### config.mk
export PLATFORM = sky130hd
export DESIGN_NAME = apb2_master
export DESIGN_NICKNAME = d
export VERILOG_FILES = /design/src/rtl/apb2_master.sv
export SDC_FILE = /design/constraint.sdc
export NUM_CORES = 1
export LEC_CHECK = 0
export BUFFER_PORTS_ARGS = -buffer_cell sky130_fd_sc_hd__buf_2
export CAP_MARGIN = 20
export CELL_PAD_IN_SITES_DETAIL_PLACEMENT = 1
export CELL_PAD_IN_SITES_GLOBAL_PLACEMENT = 1
export CORE_ASPECT_RATIO = 1.5
export CORE_MARGIN = 10
export CORE_UTILIZATION = 36
export DETAILED_ROUTE_END_ITERATION = 10
export PLACE_DENSITY = 0.78
export SYNTH_ARGS = -nofsm -noshare
export SYNTH_HDL_FRONTEND = slang
export SYNTH_SLANG_ARGS = --single-unit
### constraint.sdc
create_clock -name PCLK -period 2.1 [get_ports PCLK]
set_input_delay 0.63 -clock PCLK [delete_from_list [all_inputs] [get_ports PCLK]]
set_output_delay 0.63 -clock PCLK [all_outputs]
set_load 0.01 [all_outputs]
### src/rtl/apb2_master.sv
// APB2 bus master: converts single-beat valid/ready requests into SETUP/ACCESS
// transfers and returns one registered response (read data or write ack) per transfer.
module apb2_master #(
  parameter int unsigned ADDR_BITS  = 4,
  parameter int unsigned DATA_BITS  = 8,
  parameter int unsigned COUNT_BITS = 16
) (
  input  logic                  PCLK,
  input  logic                  PRESETn,
  input  logic                  req_valid,
  output logic                  req_ready,
  input  logic                  req_write,
  input  logic [ADDR_BITS-1:0]  req_addr,
  input  logic [DATA_BITS-1:0]  req_wdata,
  output logic                  resp_valid,
  input  logic                  resp_ready,
  output logic                  resp_write,
  output logic [DATA_BITS-1:0]  resp_rdata,
  output logic [ADDR_BITS-1:0]  PADDR,
  output logic                  PSEL,
  output logic                  PENABLE,
  output logic                  PWRITE,
  output logic [DATA_BITS-1:0]  PWDATA,
  input  logic [DATA_BITS-1:0]  PRDATA,
  output logic [COUNT_BITS-1:0] read_count,
  output logic [COUNT_BITS-1:0] write_count
);

  typedef enum logic [1:0] {
    S_IDLE,
    S_SETUP,
    S_ACCESS,
    S_RESP
  } state_t;

  state_t                r_state;
  state_t                w_next;
  logic                  r_req_ready;
  logic                  r_resp_valid;
  logic                  r_resp_write;
  logic [DATA_BITS-1:0]  r_resp_rdata;
  logic [ADDR_BITS-1:0]  r_paddr;
  logic                  r_psel;
  logic                  r_penable;
  logic                  r_pwrite;
  logic [DATA_BITS-1:0]  r_pwdata;
  logic [COUNT_BITS-1:0] r_read_count;
  logic [COUNT_BITS-1:0] r_write_count;

  always_comb begin
    w_next = r_state;
    case (r_state)
      S_IDLE:   if (req_valid) w_next = S_SETUP;
      S_SETUP:  w_next = S_ACCESS;
      S_ACCESS: w_next = S_RESP;
      S_RESP:   if (resp_ready) w_next = S_IDLE;
      default:  w_next = S_IDLE;
    endcase
  end

  always_ff @(posedge PCLK) begin
    if (!PRESETn) r_state <= S_IDLE;
    else          r_state <= w_next;
  end

  // req_ready is kept as its own flop so it is high exactly while in IDLE.
  always_ff @(posedge PCLK) begin
    if (!PRESETn) begin
      r_req_ready   <= 1'b1;
      r_resp_valid  <= 1'b0;
      r_resp_write  <= 1'b0;
      r_resp_rdata  <= '0;
      r_paddr       <= '0;
      r_psel        <= 1'b0;
      r_penable     <= 1'b0;
      r_pwrite      <= 1'b0;
      r_pwdata      <= '0;
      r_read_count  <= '0;
      r_write_count <= '0;
    end else begin
      case (r_state)
        S_IDLE: begin
          if (req_valid) begin
            r_paddr     <= req_addr;
            r_pwrite    <= req_write;
            r_pwdata    <= req_write ? req_wdata : '0;
            r_psel      <= 1'b1;
            r_penable   <= 1'b0;
            r_req_ready <= 1'b0;
          end
        end
        S_SETUP: r_penable <= 1'b1;
        S_ACCESS: begin
          r_resp_rdata <= r_pwrite ? '0 : PRDATA;
          r_resp_write <= r_pwrite;
          r_resp_valid <= 1'b1;
          if (r_pwrite) r_write_count <= r_write_count + COUNT_BITS'(1);
          else          r_read_count  <= r_read_count + COUNT_BITS'(1);
          r_psel    <= 1'b0;
          r_penable <= 1'b0;
        end
        S_RESP: begin
          if (resp_ready) begin
            r_resp_valid <= 1'b0;
            r_req_ready  <= 1'b1;
          end
        end
        default: ;
      endcase
    end
  end

  assign req_ready   = r_req_ready;
  assign resp_valid  = r_resp_valid;
  assign resp_write  = r_resp_write;
  assign resp_rdata  = r_resp_rdata;
  assign PADDR       = r_paddr;
  assign PSEL        = r_psel;
  assign PENABLE     = r_penable;
  assign PWRITE      = r_pwrite;
  assign PWDATA      = r_pwdata;
  assign read_count  = r_read_count;
  assign write_count = r_write_count;

endmodule

Word-level counts from Yosys, hierarchy flattened
Cells that the tools add are included.
W data, S select, Z words.

word-level totals
  register bits after elaboration = 60
  input bits = 25

operators by class
  eq/ne operators = 5
  $add $sub $neg = 2
  mux-type cells = 13
  bitwise operators = 1
  reduce and logical (&&, ||, !) cells = 13

operator list
  cell                     number
  $add A16 B1 Y16 const B  2
  $mux W8                  2
  $reduce_and A2 Y1        7
  $pmux W2 S4              1
  $pmux W1 S2              3
  $reduce_bool A2 Y1       3
  $eq A2 B2 Y1 const B     2
  $mux W1                  4
  $mux W2                  2
  $ne A2 B2 Y1 const B     2
  $pmux W1 S3              1
  $reduce_and A3 Y1        1
  $reduce_bool A3 Y1       1
  $eq A2 B1 Y1 const B     1
  $logic_not A2 Y1         1
  $not A1 Y1               1

Logic depth before layout (Yosys ltp)
Gate-level depths: netlist (run 1).

  depth after elaboration = 3
  gate-level depth with buffers = 7

Worst setup path before layout (run 1)
Ideal clock, no wire load.

  path type = flip-flop to flip-flop
  start = register r_state[0]
  end = register r_read_count[15], in the netlist read_count[15]
  arrival = 1.517 ns
  cell stages (with the launch flop) = 8
  setup slack = 0.511 ns
  setup time = 0.072 ns
  path buffers = 1
  period minus slack after synthesis = 1.589 ns
  path through = dfxtp_1 > inv_1 > ha_1 > buf_2 > nand3b_1 > nor3_1 > and3_1 > mux2i_1

on the way
  longest elaborated chain between the ends = 2

ends and longest elaborated chain
  item                                RTL line  RTL
  start, declared                     36        state_t r_state;
  start signal, assigned              63        else r_state <= w_next;
  $eq A2 B2 Y1                        81        case (r_state)
  $reduce_and A2 Y1 (no source line)  n/a
  end signal, assigned                98        else r_read_count <= r_read_count + COUNT_BITS'(1);
  end, declared                       47        logic [COUNT_BITS-1:0] r_read_count;

Every way passes these cells.
A chain may end at the register's enable or synchronous reset.

Worst setup path after layout (run 1)
  start = register r_state[0]
  end = register r_write_count[13], in the netlist write_count[13]

on the way
  longest elaborated chain between the ends = 2

ends and longest elaborated chain
  item                                RTL line  RTL
  $eq A2 B2 Y1                        81
  $reduce_and A2 Y1 (no source line)  n/a
  end signal, assigned                97        if (r_pwrite) r_write_count <= r_write_count + COUNT_BITS'(1);
  end, declared                       48        logic [COUNT_BITS-1:0] r_write_count;

Every way passes these cells.

==> metrics.cfg, run 1 <==
[drt]
routed_wl_mm=7.32
ant_nets=0
num_vias=2376
drc=0
first_iter_violations=70
wl_per_cell_um=15.7
viasPerCell=5.10
firstDrtPassIters=4

[finish]
fin_nets=414
final_cell_mix=buf_2, dfxtp_1, nand2_1
drive_gt1_share_pct=28.6
fillers=848
stdcell_area_um2=3260
syn2layout_area_growth_pct=27.5
insertedDiodeCount=0
layout_commonest_cell=buf_2

[placement]
port_buffers=82
place_area_um2=3050
hpwl_mm=5.55
place_ws_ps=99.0
gp_congestion=0.764

[global_routing]
grt_pass1_vias=2603
grt_pass1_wl_mm=12.6
grt_util_all_layers_pct=14.5
antenna_found_initial=0
grt_max_degree=31
overflow=0

[timing]
slew_viol_final=0
finalCritPeriodShare_pct=88.3
relSlewSlack_pct=68.7
rsz0062_at_grt=false
worstMarginPinSlew_ps=468
max_freq_mhz=539
layout_min_cycle_time_ps=1850
finalSetupViolations=0
setup_tns_ps=0
finalHoldViolations=0
hold_ws_ps=456
fin_worst_skew_ps=7.27
layout_setup_ws_ps=245

[critical_path]
start_kind=flip-flop
required_ps=2360
r2r_cells=6
regToRegEndpoint=write_count[13]
critical_path_arrival_ps=2120
cp_slowest_cell=and4_2
critical_path.max_fanout=11
r2r_start=r_state[0]
critPathCaptureType=flip-flop
path_cells=inv_1 > ha_2 > and4_2 > nand4_4 > or3_1 > a21oi_1
path_class=reg -> reg
reg2reg_slack_ps=250
cpPeakStageDelay_ps=370

[power]
powerDensity_nw_per_um2=969
ir_worst_vdd_mv=0.609
leakage_nw=1.46

[worst_hold_path]
whs_endpoint=PWDATA[7]
hold_class=reg -> reg
hold_start=PWDATA[7]
min_delay_path_depth=2

[synthesis]
ys.flop_type=dfxtp_1
async_reset_ff_share_pct=0
ys_warn_count=0
ys_types=36
synth_nets=330
synth_edf_count=0
synth_top_area_share_pct=47.0
synth.avg_cell_area_um2=8.54
yosys-top-cells-area=dfxtp_1, a21oi_1, nand2_1
synthCells=299
netlist_area_um2=2550
ys_seq_area_share_pct=47.0
yosysTopAreaCell=dfxtp_1
synth_seq_cells=60

[floorplanning]
rows=37
ios=83
coreArea_um2=6900
die_w_um=88.8
dieArea_um2=10900
start_util_pct=37.0
fp.dieH_um=123

[clocking]
numCtsBuffers=9
cts_tree=done
root_buffer=clkbuf_8
cts.clk_slew.worst_paths_ps=70
worstSkewPairLatency_ps=330
postCtsSetupBuffers=0
htreeDepth=3
cts.sinks=60
clockBufferDepth=2

[status]
status=completed

[flow_run]
drv_cap=0

==> kinds of logic after synthesis <==
group	share of synthesized area (%)
muxes	2.35
adders and majority gates	2.94
xor gates and xnor gates	6.51
and+or+nand+nor	27.5
DFF	47.0
AOI/OAI and AO/OA	9.94
buffers and inverters	3.77
==> where the power goes <==
part | switching (mW) | leakage, nW | internal [mW] | total [mW]
clock network | 0.452 | 0.102 | 0.609 | 1.06
logic | 0.445 | 0.875 | 0.296 | 0.741
registers | 0.0884 | 0.486 | 1.27 | 1.35
total | 0.985 | 1.46 | 2.17 | 3.16
==> cell usage after synthesis (2+ instances only) <==
cell type and count:
dfxtp_1 60, nand2_1 37, a21oi_1 35, nor2_1 32, nand3_1 17, xor2_1 13
nor2b_1 10, clkbuf_1 9, o21ai_0 9, inv_1 7, nand2b_1 7, nand4_1 7
ha_1 6, mux2i_1 6, xnor2_1 6, nor3_1 5, or3_1 5, and3_1 4
and2_1 3, and4_1 3, buf_2 2, o21bai_1 2
==> critical path, delay by kind of cell, from the launching register on <==
family          cells  cell delay [ps]
buf+inv             1              110
compound gates      1              150
simple gates        3              890
flops               1              330
fa+ha+maj           1              310
==> final cells by class <==
cell class	instances	area (µm²)	area share, %
flip-flops and latches	60	1200	36.9
clock inverters	4	47.5	1.46
well taps	78	97.6	3.00
repair buffers	87	460	14.1
inverters	8	30.0	0.922
multi-input cells	217	1270	38.9
clock buffers	12	155	4.76
==> repair_timing <==
item                                    CTS  global route
endpoints found under the setup margin    0            10
hold buffers                              0             0
gates resized for setup                   0             3
==> how the worst max path moves through the flow <==
stage | startpoint | to | cells past startpoint
6_report | r_state[0] | write_count[13] | 6
5_1_grt | r_state[0] | write_count[10] | 6
4_1_cts | r_state[0] | write_count[13] | 6
3_5_place_dp | r_state[0] | write_count[13] | 6
3_3_place_gp | r_state[0] | write_count[11] | 6
2_1_floorplan | r_state[0] | read_count[15] | 7
==> sequential cells by signal (all words and copies together), names as in the netlist <==
signal,count
PSEL,1
PADDR,4
PENABLE,1
resp_rdata,8
r_state,2
resp_valid,1
resp_write,1
write_count,16
read_count,16
PWRITE,1
PWDATA,8
req_ready,1
==> metal layers <==
metal	share of wire, %	wire [µm]	up-vias	track usage (%)
li1	-	-	1170	-
met1	38	2770	1142	15.0
met4	2.1	154	0	6.49
met3	8.6	630	10	6.19
met5	0	0	-	0
met2	51	3770	54	24.6
==> metrics by stage <==
| stage | std cells | power [mW] | utilization, % |
|---|---|---|---|
| finish | 466 | 3.16 | 47.2 |
| global route | 466 | 3.36 | 47.2 |
| CTS | 466 | 3.20 | 47.1 |
| detailed placement | 450 | 2.12 | 44.2 |
| global placement | 450 | 2.09 | 44.2 |
| floorplan | 299 | 1.84 | - |
No activity file was read; power rests on OpenSTA's default activity.
==> run 2, diff against run 1 <==
--- a/config.mk
+++ b/config.mk
@@ -5,6 +5,7 @@
 export SDC_FILE = /design/constraint.sdc
 export NUM_CORES = 1
 export LEC_CHECK = 0
+export ABC_AREA = 1
 export BUFFER_PORTS_ARGS = -buffer_cell sky130_fd_sc_hd__buf_2
 export CAP_MARGIN = 20
 export CELL_PAD_IN_SITES_DETAIL_PLACEMENT = 1
@@ -13,7 +14,7 @@
 export CORE_MARGIN = 10
 export CORE_UTILIZATION = 36
 export DETAILED_ROUTE_END_ITERATION = 10
-export PLACE_DENSITY = 0.78
+export PLACE_DENSITY = 0.79
 export SYNTH_ARGS = -nofsm -noshare
 export SYNTH_HDL_FRONTEND = slang
 export SYNTH_SLANG_ARGS = --single-unit
==> metrics.cfg, run 2 <==
[synthesis]
synth.avg_cell_area_um2=7.30
synth_nets=408
async_reset_ff_share_pct=0
ys_warn_count=0
netlist_area_um2=2750
yosys-top-cells-area=dfxtp_1, nand2_1, nor2_1
synth_seq_cells=60
synthCells=377
synth_edf_count=0
synth_most_common_cell=nand2_1
synth_top_area_share_pct=43.7
ys_seq_area_share_pct=43.7
ys.flop_type=dfxtp_1
ys_top_cells_by_count=nand2_1, dfxtp_1, nor2_1, inv_1, a21oi_1
ys_types=35
yosysTopAreaCell=dfxtp_1

[timing]
setup_tns_ps=0
hold_ws_ps=457
rsz0062_at_grt=false
finalHoldViolations=0
max_freq_mhz=564
slew_viol_final=0
worstMarginPinSlew_ps=438
fin_worst_skew_ps=7.85
relSlewSlack_pct=70.8
finalSetupViolations=0
finalCritPeriodShare_pct=84.4
layout_min_cycle_time_ps=1770

[clocking]
clockBufferDepth=2
root_buffer=clkbuf_16
cts.clk_slew.worst_paths_ps=50
cts.sinks=60
numCtsBuffers=9
cts_tree=done
worstSkewPairLatency_ps=330
ctsResizeCount=0
postCtsSetupBuffers=0
postCtsHoldBufs=0
htreeDepth=3

[global_routing]
met3_usage_pct=6.51
busiest_layer=met2
grt_pass1_vias=2950
grt_pass1_wl_mm=13.6
overflow=0
globalRouteMet1Util_pct=14.5
grt_util_all_layers_pct=14.3
antenna_found_initial=0
use_met2_pct=24.8
grt_max_degree=38

[placement]
gp_congestion=0.762
hpwl_mm=6.26
place_area_um2=3280
port_buffers=82

[power]
seqPwrFrac_pct=40.8
ir_worst_vdd_mv=0.556
clkPwrFrac_pct=39.0
switching_share_pct=30.1
combPwrFrac_pct=20.2
power.internal_mw=2.37
leakage_nw=1.72
powerDensity_nw_per_um2=957
netSwitchingPower_mw=1.02

[drt]
viasPerCell=4.63
firstDrtPassIters=4
first_iter_violations=70
num_vias=2647
wl_per_cell_um=13.9
drc=0
ant_nets=0
routed_wl_mm=7.96

[critical_path]
r2r_start=r_state[0]
critical_path.top_delay_family=adder cells
r2r_cells=9
cpPeakStageDelay_ps=440
crit_cells=9
start_kind=flip-flop
regToRegEndpoint=read_count[4]
critical_path.max_fanout=9
crit_start=r_state[0]
crit_buf_inv=4
cp_slowest_cell=ha_1
required_ps=2310
critical_path_arrival_ps=1980
cpMostUsedCell=inv_2
reg2reg_slack_ps=330
endpoint=read_count[4]
path_class=reg -> reg
critPathCaptureType=flip-flop
path_cells=inv_1 > ha_1 > inv_4 > nor2_4 > inv_2 > nor3_4 > inv_2 > o21ai_1 > nor2_1

[floorplanning]
die_w_um=91.4
fp.dieH_um=127
ios=83
dieArea_um2=11600
coreArea_um2=7510
rows=39
start_util_pct=36.6

[flow_run]
drv_cap=0

[finish]
syn2layout_area_growth_pct=28.7
insertedDiodeCount=0
stdcell_area_um2=3540
layout_commonest_cell=nand2_1
fin_nets=496
drive_gt1_share_pct=27.2
fillers=1012
final_cell_mix=nand2_1, buf_2, dfxtp_1

[status]
status=completed

[worst_hold_path]
hold_class=reg -> reg

run 2: changes by cell type in the layout (fill, tap and decap cells not counted), moves of 12 or more:
cell     delta
xor2_1     -12
nand2_1    +53
nor2_1     +19
inv_1      +40
run 2: area by class of cell:
type | count | area, µm² | area share [%]
Inverter | 51 | 195 | 5.51
Multi-Input combinational cell | 257 | 1310 | 37.1
Timing Repair Buffer | 86 | 440 | 12.4
Tap cell | 102 | 128 | 3.60
Clock inverter | 2 | 10.0 | 0.283
Sequential cell | 60 | 1200 | 33.9
Clock buffer | 14 | 254 | 7.17
run 2: power by group through the flow:
stage / Combinational (mW) / Sequential (mW) / Clock (mW)
5_1_grt: 0.784 / 1.41 / 1.41
3_3_place_gp: 0.684 / 1.40 / 0
4_1_cts: 0.711 / 1.39 / 1.36
6_report: 0.684 / 1.38 / 1.32
3_5_place_dp: 0.710 / 1.41 / 0
2_1_floorplan: 0.361 / 1.46 / 0
run 2: logic make-up after synthesis:
| kind of cell | Yosys count | share of synthesized area (%) |
|---|---|---|
| flip-flops | 60 | 43.7 |
| buffers and inverters | 60 | 8.59 |
| AO/OA/AOI/OAI | 65 | 12.4 |
| adder cells (fa/ha/maj) | 6 | 2.73 |
| AND/OR/NAND/NOR | 185 | 32.3 |
| XOR/XNOR | 1 | 0.318 |
run 2: metal layers:
metal / share of wire (%) / up-vias / routed length, µm
met5: 0 / - / 0
met1: 40 / 1210 / 3150
met4: 1.5 / 0 / 122
met2: 51 / 59 / 4070
li1: - / 1371 / -
met3: 7.7 / 7 / 611
run 2: worst min-delay path: cells and delay by family, from the launching register on:
kind / cells / cell delay, ps
AND/OR/NAND/NOR: 1 / 60
flip-flops: 1 / 300
AO/OA/AOI/OAI: 1 / 50
run 2: how the worst min path moves through the flow:
stage	from	end	slack, ps	cells past startpoint
global route	resp_rdata[5]	resp_rdata[5]	490	2
detailed placement	PWDATA[0]	PWDATA[0]	450	2
finish	PWDATA[0]	PWDATA[0]	460	2
CTS	PWDATA[0]	PWDATA[0]	460	2
floorplan	write_count[5]	write_count[5]	480	2
global placement	write_count[5]	write_count[5]	450	2
run 2: stage by stage:
step | total power [mW] | instances | setup WS (ps) | utilization [%]
after CTS | 3.46 | 572 | 294 | 47.1
after floorplan | 1.82 | 377 | 689 | -
after detailed placement | 2.12 | 556 | 304 | 43.6
final | 3.39 | 572 | 328 | 47.1
after global placement | 2.08 | 556 | 400 | 43.6
after global routing | 3.60 | 572 | 106 | 47.1
==> run 3, diff against run 2 <==
--- a/config.mk
+++ b/config.mk
@@ -5,7 +5,7 @@
 export SDC_FILE = /design/constraint.sdc
 export NUM_CORES = 1
 export LEC_CHECK = 0
-export ABC_AREA = 1
+export ABC_AREA = 0
 export BUFFER_PORTS_ARGS = -buffer_cell sky130_fd_sc_hd__buf_2
 export CAP_MARGIN = 20
 export CELL_PAD_IN_SITES_DETAIL_PLACEMENT = 1
@@ -14,7 +14,7 @@
 export CORE_MARGIN = 10
 export CORE_UTILIZATION = 36
 export DETAILED_ROUTE_END_ITERATION = 10
-export PLACE_DENSITY = 0.79
+export PLACE_DENSITY = 0.78
 export SYNTH_ARGS = -nofsm -noshare
 export SYNTH_HDL_FRONTEND = slang
 export SYNTH_SLANG_ARGS = --single-unit
==> constraint.sdc (replaced) <==
create_clock -name PCLK -period 1.77 [get_ports PCLK]
set_input_delay 0.531 -clock PCLK [delete_from_list [all_inputs] [get_ports PCLK]]
set_output_delay 0.531 -clock PCLK [all_outputs]
set_load 0.01 [all_outputs]
==> metrics.cfg, run 3 (synthesis results as in run 1) <==
[critical_path]
start_kind=flip-flop
crit_buf_inv=1
required_ps=2050
critPathCaptureType=flip-flop
critical_path.top_delay_family=simple AND/OR/NAND/NOR gates
cpPeakStageDelay_ps=370
path_cells=inv_1 > ha_4 > and4_4 > nand4_4 > or3_1 > a21oi_1
crit_start=r_state[0]
cp_slowest_cell=or3_1
critical_path_arrival_ps=1890
path_class=reg -> reg
r2r_start=r_state[0]
critical_path.max_fanout=6

[clocking]
root_buffer=clkbuf_8
cts.clk_slew.worst_paths_ps=70
cts.sinks=60
numCtsBuffers=9
cts_tree=done
worstSkewPairLatency_ps=340
clockBufferDepth=2
htreeDepth=3

[timing]
relSlewSlack_pct=72.9
finalCritPeriodShare_pct=91.4
fin_worst_skew_ps=5.84
finalSetupViolations=0
worstMarginPinSlew_ps=406
finalHoldViolations=0
setup_tns_ps=0
layout_min_cycle_time_ps=1620
rsz0062_at_grt=false
max_freq_mhz=618
slew_viol_final=0

[drt]
viasPerCell=5.01
ant_nets=0
firstDrtPassIters=4
num_vias=2362
wl_per_cell_um=16.1
first_iter_violations=67
routed_wl_mm=7.56
drc=0

[global_routing]
antenna_found_initial=0
grt_max_degree=33
overflow=0
grt_pass1_vias=2532
grt_util_all_layers_pct=14.3
grt_pass1_wl_mm=12.3

[power]
leakage_nw=1.49
combPwrFrac_pct=26.3
ir_worst_vdd_mv=0.544
clkPwrFrac_pct=29.8
power.internal_mw=2.49
netSwitchingPower_mw=1.17
power.total_mw=3.66
switching_share_pct=32.0
seqPwrFrac_pct=43.9
powerDensity_nw_per_um2=1110

[worst_hold_path]
hold_start=PRDATA[5]
hold_class=in -> reg

[finish]
final_cell_mix=buf_2, dfxtp_1, nand2_1
syn2layout_area_growth_pct=28.7
drive_gt1_share_pct=29.3
insertedDiodeCount=0
fin_nets=420
layout_commonest_cell=buf_2
fillers=845
fin_util_pct=47.7

[floorplanning]
coreArea_um2=6900
rows=37
start_util_pct=37.0
die_w_um=88.8
fp.dieH_um=123
dieArea_um2=10900
ios=83

[placement]
gp_congestion=0.769
port_buffers=82
hpwl_mm=5.87

[status]
status=completed

[flow_run]
drv_cap=0

-- run 3: power by group through the flow --
stage | Sequential [mW] | Clock [mW] | Combinational, mW
6_report | 1.61 | 1.09 | 0.963
5_1_grt | 1.63 | 1.19 | 1.09
4_1_cts | 1.60 | 1.13 | 0.975
3_5_place_dp | 1.63 | 0 | 0.970
3_3_place_gp | 1.62 | 0 | 0.939
2_1_floorplan | 1.68 | 0 | 0.509
-- run 3: area by class of cell --
class	count	area, µm²	share of cell area [%]
Tap cell	78	97.6	2.97
Clock inverter	2	10.0	0.304
Multi-Input combinational cell	217	1290	39.1
Inverter	8	30.0	0.913
Sequential cell	60	1200	36.5
Clock buffer	13	159	4.83
Timing Repair Buffer	93	505	15.4
-- run 3: path summary, 6_finish.rpt --
path,slack (ps),end,depth (start not counted)
min reg2reg,450,PWDATA[6],2
max,150,write_count[13],6
min,420,resp_rdata[5],3
max reg2reg,150,write_count[13],6
-- run 3: metrics by stage --
stage	instances	cell area, µm²	hold slack (ps)	setup slack, ps
global route	471	3290	419	9.07
finish	471	3290	420	153
floorplan	299	2550	476	181
global placement	456	3090	436	118
detailed placement	456	3090	449	40.3
CTS	471	3260	408	22.9
-- run 3: what timing repair did --
item	4_1_cts	5_1_grt
setup buffers	0	0
endpoints found under the setup margin	0	10
hold buffers	0	0
gates resized for setup	0	6
-- run 3: tightest hold or removal path: stages --
cell and delay, ps:
buf_2 80, a21oi_1 50, nor2_1 70
-- run 3: layer usage --
metal | up-vias | GRT usage (%) | share of wire, % | wire (µm)
li1 | 1186 | - | - | -
met1 | 1115 | 13.9 | 38 | 2860
met2 | 52 | 25.1 | 52 | 3950
met3 | 9 | 7.11 | 8.5 | 643
met4 | 0 | 5.48 | 1.4 | 106
met5 | - | 0 | 0 | 0
